**src/rtl/div16_seq.sv**
```systemverilog
// Purpose : iterative restoring divider, one quotient bit per cycle, unsigned or signed.
// Latency : start accepted at edge N -> busy cycles N+1..N+16, done in cycle N+17;
//           divisor == 0 short-circuits to done in cycle N+1.
// Backpressure: none; start is only sampled in IDLE and ignored while busy or done.
//
// Optional feature macro: DIV16_SIGNED_EN (signed_op honoured only when defined).
//
// Ports:
//   clk        rising-edge clock for all state
//   rst_n      synchronous active-low reset
//   start      begin a divide (sampled in IDLE only)
//   signed_op  1 = two's-complement divide (needs DIV16_SIGNED_EN), 0 = unsigned
//   dividend   numerator, captured on start acceptance
//   divisor    denominator, captured on start acceptance
//   busy       high while iterating
//   done       one-cycle pulse; results valid from this cycle on
//   quotient   result quotient (held until next done or reset)
//   remainder  result remainder (held until next done or reset)
//   div_zero   last accepted operation had divisor == 0
module div16_seq #(
    parameter int WIDTH = 16
) (
    input  logic             clk,
    input  logic             rst_n,
    input  logic             start,
    input  logic             signed_op,
    input  logic [WIDTH-1:0] dividend,
    input  logic [WIDTH-1:0] divisor,
    output logic             busy,
    output logic             done,
    output logic [WIDTH-1:0] quotient,
    output logic [WIDTH-1:0] remainder,
    output logic             div_zero
);

    typedef enum logic [1:0] {
        IDLE = 2'd0,
        RUN  = 2'd1,
        DONE = 2'd2
    } state_t;

    state_t state;
    state_t state_nxt;

    logic [4:0]       cnt;
    logic [WIDTH-1:0] rem_q;     // running partial remainder
    logic [WIDTH-1:0] dq_q;      // dividend bits shift out the top, quotient bits shift in the bottom
    logic [WIDTH-1:0] dvs_q;     // captured divisor magnitude

    logic [WIDTH:0]   partial;
    logic [WIDTH:0]   diff;
    logic             qbit;
    logic [WIDTH-1:0] rem_step;
    logic [WIDTH-1:0] dq_step;
    logic             last_step;
    logic             accept;

    logic [WIDTH-1:0] a_mag;
    logic [WIDTH-1:0] b_mag;
    logic [WIDTH-1:0] q_final;
    logic [WIDTH-1:0] r_final;

`ifdef DIV16_SIGNED_EN
    logic neg_q;   // operand signs differ -> negate quotient
    logic neg_r;   // negative dividend -> negate remainder (truncation toward zero)
    logic a_neg;
    logic b_neg;

    assign a_neg = signed_op & dividend[WIDTH-1];
    assign b_neg = signed_op & divisor[WIDTH-1];
    assign a_mag = a_neg ? (~dividend + 1'b1) : dividend;
    assign b_mag = b_neg ? (~divisor + 1'b1) : divisor;
    // 0x8000 negates to itself and is treated as magnitude 32768, which the
    // unsigned core handles correctly; 0x8000/0xFFFF therefore yields 0x8000.
    assign q_final = neg_q ? (~dq_step + 1'b1) : dq_step;
    assign r_final = neg_r ? (~rem_step + 1'b1) : rem_step;
`else
    logic unused_signed_op;

    assign unused_signed_op = signed_op;
    assign a_mag   = dividend;
    assign b_mag   = divisor;
    assign q_final = dq_step;
    assign r_final = rem_step;
`endif

    // One restoring step: bring in the next dividend bit, trial-subtract,
    // keep the difference only when it did not borrow.
    assign partial   = {rem_q, dq_q[WIDTH-1]};
    assign diff      = partial - {1'b0, dvs_q};
    assign qbit      = ~diff[WIDTH];
    assign rem_step  = qbit ? diff[WIDTH-1:0] : partial[WIDTH-1:0];
    assign dq_step   = {dq_q[WIDTH-2:0], qbit};
    assign last_step = (cnt == 5'(WIDTH - 1));
    assign accept    = (state == IDLE) && start;

    always_comb begin
        state_nxt = state;
        busy      = 1'b0;
        done      = 1'b0;
        case (state)
            IDLE: begin
                if (start) begin
                    state_nxt = (divisor == '0) ? DONE : RUN;
                end
            end
            RUN: begin
                busy = 1'b1;
                if (last_step) begin
                    state_nxt = DONE;
                end
            end
            DONE: begin
                done      = 1'b1;
                state_nxt = IDLE;
            end
            default: begin
                state_nxt = IDLE;
            end
        endcase
    end

    always_ff @(posedge clk) begin
        if (!rst_n) begin
            state     <= IDLE;
            cnt       <= '0;
            rem_q     <= '0;
            dq_q      <= '0;
            dvs_q     <= '0;
            quotient  <= '0;
            remainder <= '0;
            div_zero  <= 1'b0;
`ifdef DIV16_SIGNED_EN
            neg_q     <= 1'b0;
            neg_r     <= 1'b0;
`endif
        end else begin
            state <= state_nxt;
            if (accept) begin
                if (divisor == '0) begin
                    // Raw operand bits, regardless of signed_op.
                    div_zero  <= 1'b1;
                    quotient  <= '1;
                    remainder <= dividend;
                end else begin
                    div_zero <= 1'b0;
                    rem_q    <= '0;
                    dq_q     <= a_mag;
                    dvs_q    <= b_mag;
                    cnt      <= '0;
`ifdef DIV16_SIGNED_EN
                    neg_q    <= a_neg ^ b_neg;
                    neg_r    <= a_neg;
`endif
                end
            end else if (state == RUN) begin
                rem_q <= rem_step;
                dq_q  <= dq_step;
                // Stops at WIDTH after the final step, so it never wraps.
                cnt   <= cnt + 5'd1;
                if (last_step) begin
                    quotient  <= q_final;
                    remainder <= r_final;
                end
            end
        end
    end

endmodule

```
**config.mk**
```make
export PLATFORM = sky130hd
export DESIGN_NAME = div16_seq
export DESIGN_NICKNAME = d
export VERILOG_FILES = /design/src/rtl/div16_seq.sv
export SDC_FILE = /design/constraint.sdc
export NUM_CORES = 1
export LEC_CHECK = 0
export ABC_AREA = 1
export BUFFER_PORTS_ARGS = -buffer_cell sky130_fd_sc_hd__clkbuf_2
export CORE_MARGIN = 5
export CORE_UTILIZATION = 53
export DETAILED_ROUTE_END_ITERATION = 8
export HOLD_SLACK_MARGIN = 0.08
export PLACE_DENSITY = 0.71
export SYNTH_ARGS = -nofsm -noshare
export SYNTH_HDL_FRONTEND = slang
export SYNTH_SLANG_ARGS = --single-unit
```
**constraint.sdc**
```tcl
create_clock -name clk -period 2.6 [get_ports clk]
set_input_delay 0.13 -clock clk [delete_from_list [all_inputs] [get_ports clk]]
set_output_delay 0.13 -clock clk [all_outputs]
set_load 0.02 [all_outputs]
```
== Yosys cells after proc, flatten, opt, wreduce, memory -nomap -nowiden ==
Index checks and enable logic that the tools add are counted.
Widths: inputs -> output; s select.
Operators by class
  bitwise operators: 2
  add/subtract/negate cells: 2
  muxes and demuxes: 25
  reduce and logical (&&, ||, !) cells: 9
  equal/unequal tests: 7
Operators by type and width (number)
  $mux 16: 15
  $sub 17x16->17: 1
  $logic_not 16->1: 1
  $mux 5: 3
  $mux 2: 3
  $ne 2x2->1 const B: 3
  $reduce_and 2->1: 3
  $add 5x1->5 const B: 1
  $eq 5x4->1 const B: 1
  $pmux 2 s2: 1
  $reduce_bool 2->1: 2
  $mux 1: 3
  $reduce_and 3->1: 1
  $eq 2x1->1 const B: 1
  $eq 2x2->1 const B: 1
  $logic_not 2->1: 1
  $ne 2x1->1 const B: 1
  $not 1->1: 2
  $logic_and 1x1->1: 1
Word-level totals
  bits in registers: 88
  word-level logic and storage cells: 53
  output and inout bits: 35

== Logic depth before layout (Yosys ltp) ==
  word-level depth: 5
  gate-level depth with buffers: 17

== Least setup slack after synthesis ==
OpenSTA, ideal clock, no wires.
  kind: reg-to-reg
  start point: reg dq_q[15]
  end point: reg remainder[15]
  buffers on the path: 1
  arrival: 1.942 ns
  setup time: 0.109 ns
  clock period less this slack: 2.051 ns
  slack: 0.549 ns
  required time: 2.491 ns
  stages on the path, launching flop included: 17
  cells stage by stage: dfxtp_1 > inv_1 > ha_1 > fa_1 > inv_1 > nand2_1 > nand2_1 > nand3_1 > nand2_2 > nand2_2 > nand3_1 > nand2_4 > buf_12 > nand3_2 > nand3_1 > nand2_1 > inv_1
Between the ends
  word-level cells in the longest chain between the ends: 5
Ends and longest elaborated chain
  start: declaration: line 47  | logic [WIDTH-1:0] dq_q;
  start signal: assignment: line 148  | dq_q <= a_mag;
  start signal: assignment: line 158  | dq_q <= dq_step;
  $sub 17x16->17: line 90  | assign diff = partial - {1'b0, dvs_q};
  $mux 16: line 92  | assign rem_step = qbit ? diff[WIDTH-1:0] : partial[WIDTH-1:0];
  $mux 16: line 161  | if (last_step) begin
  $mux 16: line 156  | end else if (state == RUN) begin
  $mux 16: line 139  | if (accept) begin
  end signal: assignment: line 144  | remainder <= dividend;
  end signal: assignment: line 163  | remainder <= r_final;
  end: declaration: line 32  | output logic [WIDTH-1:0] remainder,
Every way passes these cells. The select of a mux whose other input is x is not followed.
A chain may end at the register's enable or synchronous reset.

== Worst setup path in the final report ==
  start point: reg dq_q[15]
  end point: reg remainder[12]
The elaborated chain is that of the path after synthesis.

==> metrics.csv <==
stage,metric,value,unit
cts,clkTransAtPathRegs,0.09,ns
logic_synthesis,synth_area_leaders,"dfxtp_1, nand2_1, inv_1",
die,dieArea,0.0119,mm²
cts,cts.path.max_buffers,2,
cts,cts_tree,built,
logic_synthesis,syn_area,0.00522,mm²
die,num_rows,36,
timing,timing.fmax,424,MHz
placed_design,dp_cells,970,
logic_synthesis,avgSynthCellArea,6.54,µm²
global_route,grt_antenna_before_repair,0,
logic_synthesis,ys_warn_count,0,
logic_synthesis,syn_nets,853,
run,maxCapViolCount,0,
power,ir_worst_vdd,517,µV
global_route,grt_start_max_net_pins,68,
die,ios,71,
timing,slew_headroom,58.2,%
worst_setup_path,startpoint_type,flip-flop,
drt,dr.pass1.iters,5,
die,die_w,109,µm
worst_setup_path,crit_path_end_kind,flip-flop,
final_layout,utilization,62.3,%
logic_synthesis,ys.flop_type,dfxtp_1,
timing,hold_viol,0,
cts,cts_made_buffers,9,
drt,drt-initial-drc-count,406,
final_layout,syn2layout_area_growth,15.6,%
timing,whs,0.0918,ns
global_route,busiest_layer,met2,
power,p_leak,3.34,nW
cts,htree_num_levels,3,
timing,setup-tns-final,0,ns
global_route,grt_pass1_wl,21900,µm
timing,skew,0.0131,ns
die,core_area,0.00968,mm²
timing,rsz0062_at_grt,no,
worst_setup_path,crit_path_max_fanout,17,
logic_synthesis,synthesis.instances,798,
global_route,use_met2,39.0,%
timing,worstMarginPinSlew,0.626,ns
worst_setup_path,crit_arrival,2.67,ns
logic_synthesis,synth-async-reset-ratio,0,%
cts,postCtsSetupBuffers,0,
logic_synthesis,yosysUniqueCellTypes,32,
global_route,grt.total_usage,23.3,%
global_route,grt_util_met3,4.26,%
drt,vias,5042,
final_layout,final_cells,1010,
timing,setup_viol,0,
drt,drc,0,
final_layout,drive_gt1_share,14.8,%
outcome,status,finished clean,
hold_path,holdCritPathClass,primary input to flip-flop,
global_route,grt_pass1_vias,4706,
logic_synthesis,yosys.area.top_type,dfxtp_1,
cts,cts_root_buf,clkbuf_8,
cts,cts.repair.resized,0,
drt,ant_nets,0,
placed_design,hpwl,9980,µm
global_route,overflow,0,
timing,fin_crit_sh,90.7,%
die,die_h,109,µm
cts,clock_sinks,88,
drt,via_per_inst,4.99,
logic_synthesis,synth-edff-count,0,
die,initial_core_util,53.9,%
timing,min_period,2.36,ns
worst_setup_path,path_class,flip-flop to flip-flop,
worst_setup_path,cp.required,2.91,ns
power,total_power,0.00397,W
final_layout,nNetsFinal,927,
final_layout,diodes,0,
drt,wl_per_cell,13.0,µm
logic_synthesis,netlist.area_leader.share,33.7,%
placed_design,port_buffers,69,
drt,finalWirelength,13200,µm
global_route,use_met1,29.9,%
cts,clk-insertion-delay-late,0.37,ns
logic_synthesis,ys_ff_latch,88,
placed_design,place.gp.congestion,0.896,
timing,slew_violations,0,
final_layout,nFillCells,923,
logic_synthesis,yosysSeqAreaShare,33.7,%
power,powerDensity,658,mW/mm²
repair_timing:
| action | CTS | global route |
|---|---|---|
| setup endpoints to repair | 0 | 0 |
| hold endpoints to repair | 24 | 0 |
| hold buffers | 24 | 0 |
state kept, by name, indices dropped and copies added, names as in the netlist:
| signal | flops |
|---|---|
| quotient | 16 |
| cnt | 5 |
| rem_q | 16 |
| remainder | 16 |
| dq_q | 16 |
| dvs_q | 16 |
| state | 2 |
| div_zero | 1 |
Yosys cell counts (2+ instances only):
library cell and number:
o21ai_0 83, nand2_2 9, nor2_1 48, xor2_1 7
nand4_1 4, and2_1 3, inv_1 159, inv_2 4
buf_1 2, nand2_1 170, dfxtp_1 88, a31oi_1 15
nand3_2 18, nand2_4 2, clkbuf_1 16, buf_4 5
buf_2 11, nand3_1 65, ha_1 18, buf_12 2
a21oi_1 57, a21oi_4 2
power breakdown:
group / internal (W) / leakage, nW / switching, W
Combinational: 0.000509 / 2.52 / 0.000962
Sequential: 0.00144 / 0.720 / 0.0000819
Clock: 0.000477 / 0.0937 / 0.000499
Total: 0.00243 / 3.34 / 0.00154
layer usage:
metal  part of all wire, %  wire, µm
met5                     0         0
met4                   2.2       287
met2                    48      6370
met3                   4.1       540
met1                    45      5980
cells by family (layout without fill, tap and decap cells):
group                      Yosys count  in the layout  synth area share (%)
buffers and inverters              200            279                  15.8
DFF                                 88             88                  33.7
xor gates and xnor gates             8              8                  1.34
AOI/OAI and AO/OA                  159            159                  16.1
and+or+nand+nor                    324            324                  28.4
adders and majority gates           19             19                  4.70
worst max-delay path: stages (launching register included):
cell and delay (ns):
dfxtp_1 0.39, inv_1 0.06, ha_1 0.22, fa_1 0.40, inv_1 0.11, nand2_1 0.05
nand2_1 0.07, nand3_1 0.08, nand2_2 0.10, nand2_2 0.07, nand2_2 0.08, nand2_2 0.06
nand2_4 0.20, nand3_1 0.15, nand3_1 0.13, nand2_1 0.06, inv_1 0.05
per-stage QoR:
| step | cell area [µm²] | worst slack (ns) |
|---|---|---|
| 5_1_grt | 6040 | 0.0115 |
| 4_1_cts | 6040 | 0.229 |
| 2_1_floorplan | 5220 | 0.549 |
| 6_report | 6040 | 0.243 |
| 3_5_place_dp | 5590 | 0.269 |
| 3_3_place_gp | 5590 | 0.317 |
final cells by class:
| class | instances | area [µm²] | share of cell area [%] |
|---|---|---|---|
| multi-input combinational | 510 | 2640 | 43.7 |
| inverter | 163 | 612 | 10.1 |
| clock buffer | 11 | 141 | 2.34 |
| timing repair buffer | 100 | 651 | 10.8 |
| sequential | 88 | 1760 | 29.2 |
| tap | 133 | 166 | 2.76 |
| clock inverter | 5 | 63.8 | 1.06 |
final timing paths:
| kind | startpoint | end | slack, ns | depth (start not counted) |
|---|---|---|---|---|
| hold / removal | divisor[14] | dvs_q[14] | 0.09 | 3 |
| hold reg to reg | dvs_q[14] | dvs_q[14] | 0.46 | 2 |
| setup / recovery | dq_q[15] | remainder[12] | 0.24 | 16 |
| setup reg to reg | dq_q[15] | remainder[12] | 0.24 | 16 |
layout by cell type (no fill, tap or decap), types with 3 or more instances in the layout:
cell | synthesis | final
inv_1 | 159 | 159
dfxtp_1 | 88 | 88
nand4_1 | 4 | 4
nand2_1 | 170 | 169
a31oi_1 | 15 | 15
nand3_1 | 65 | 65
nand3_2 | 18 | 18
dlygate4sd3_1 | 0 | 24
clkbuf_8 | 0 | 10
ha_1 | 18 | 18
clkinvlp_4 | 0 | 3
o21ai_0 | 83 | 83
clkbuf_2 | 0 | 69
xor2_1 | 7 | 7
inv_2 | 4 | 4
buf_4 | 5 | 6
nor2_1 | 48 | 48
nand2_2 | 9 | 10
and2_1 | 3 | 3
a21oi_1 | 57 | 57
No activity file was read; power rests on OpenSTA's default activity.
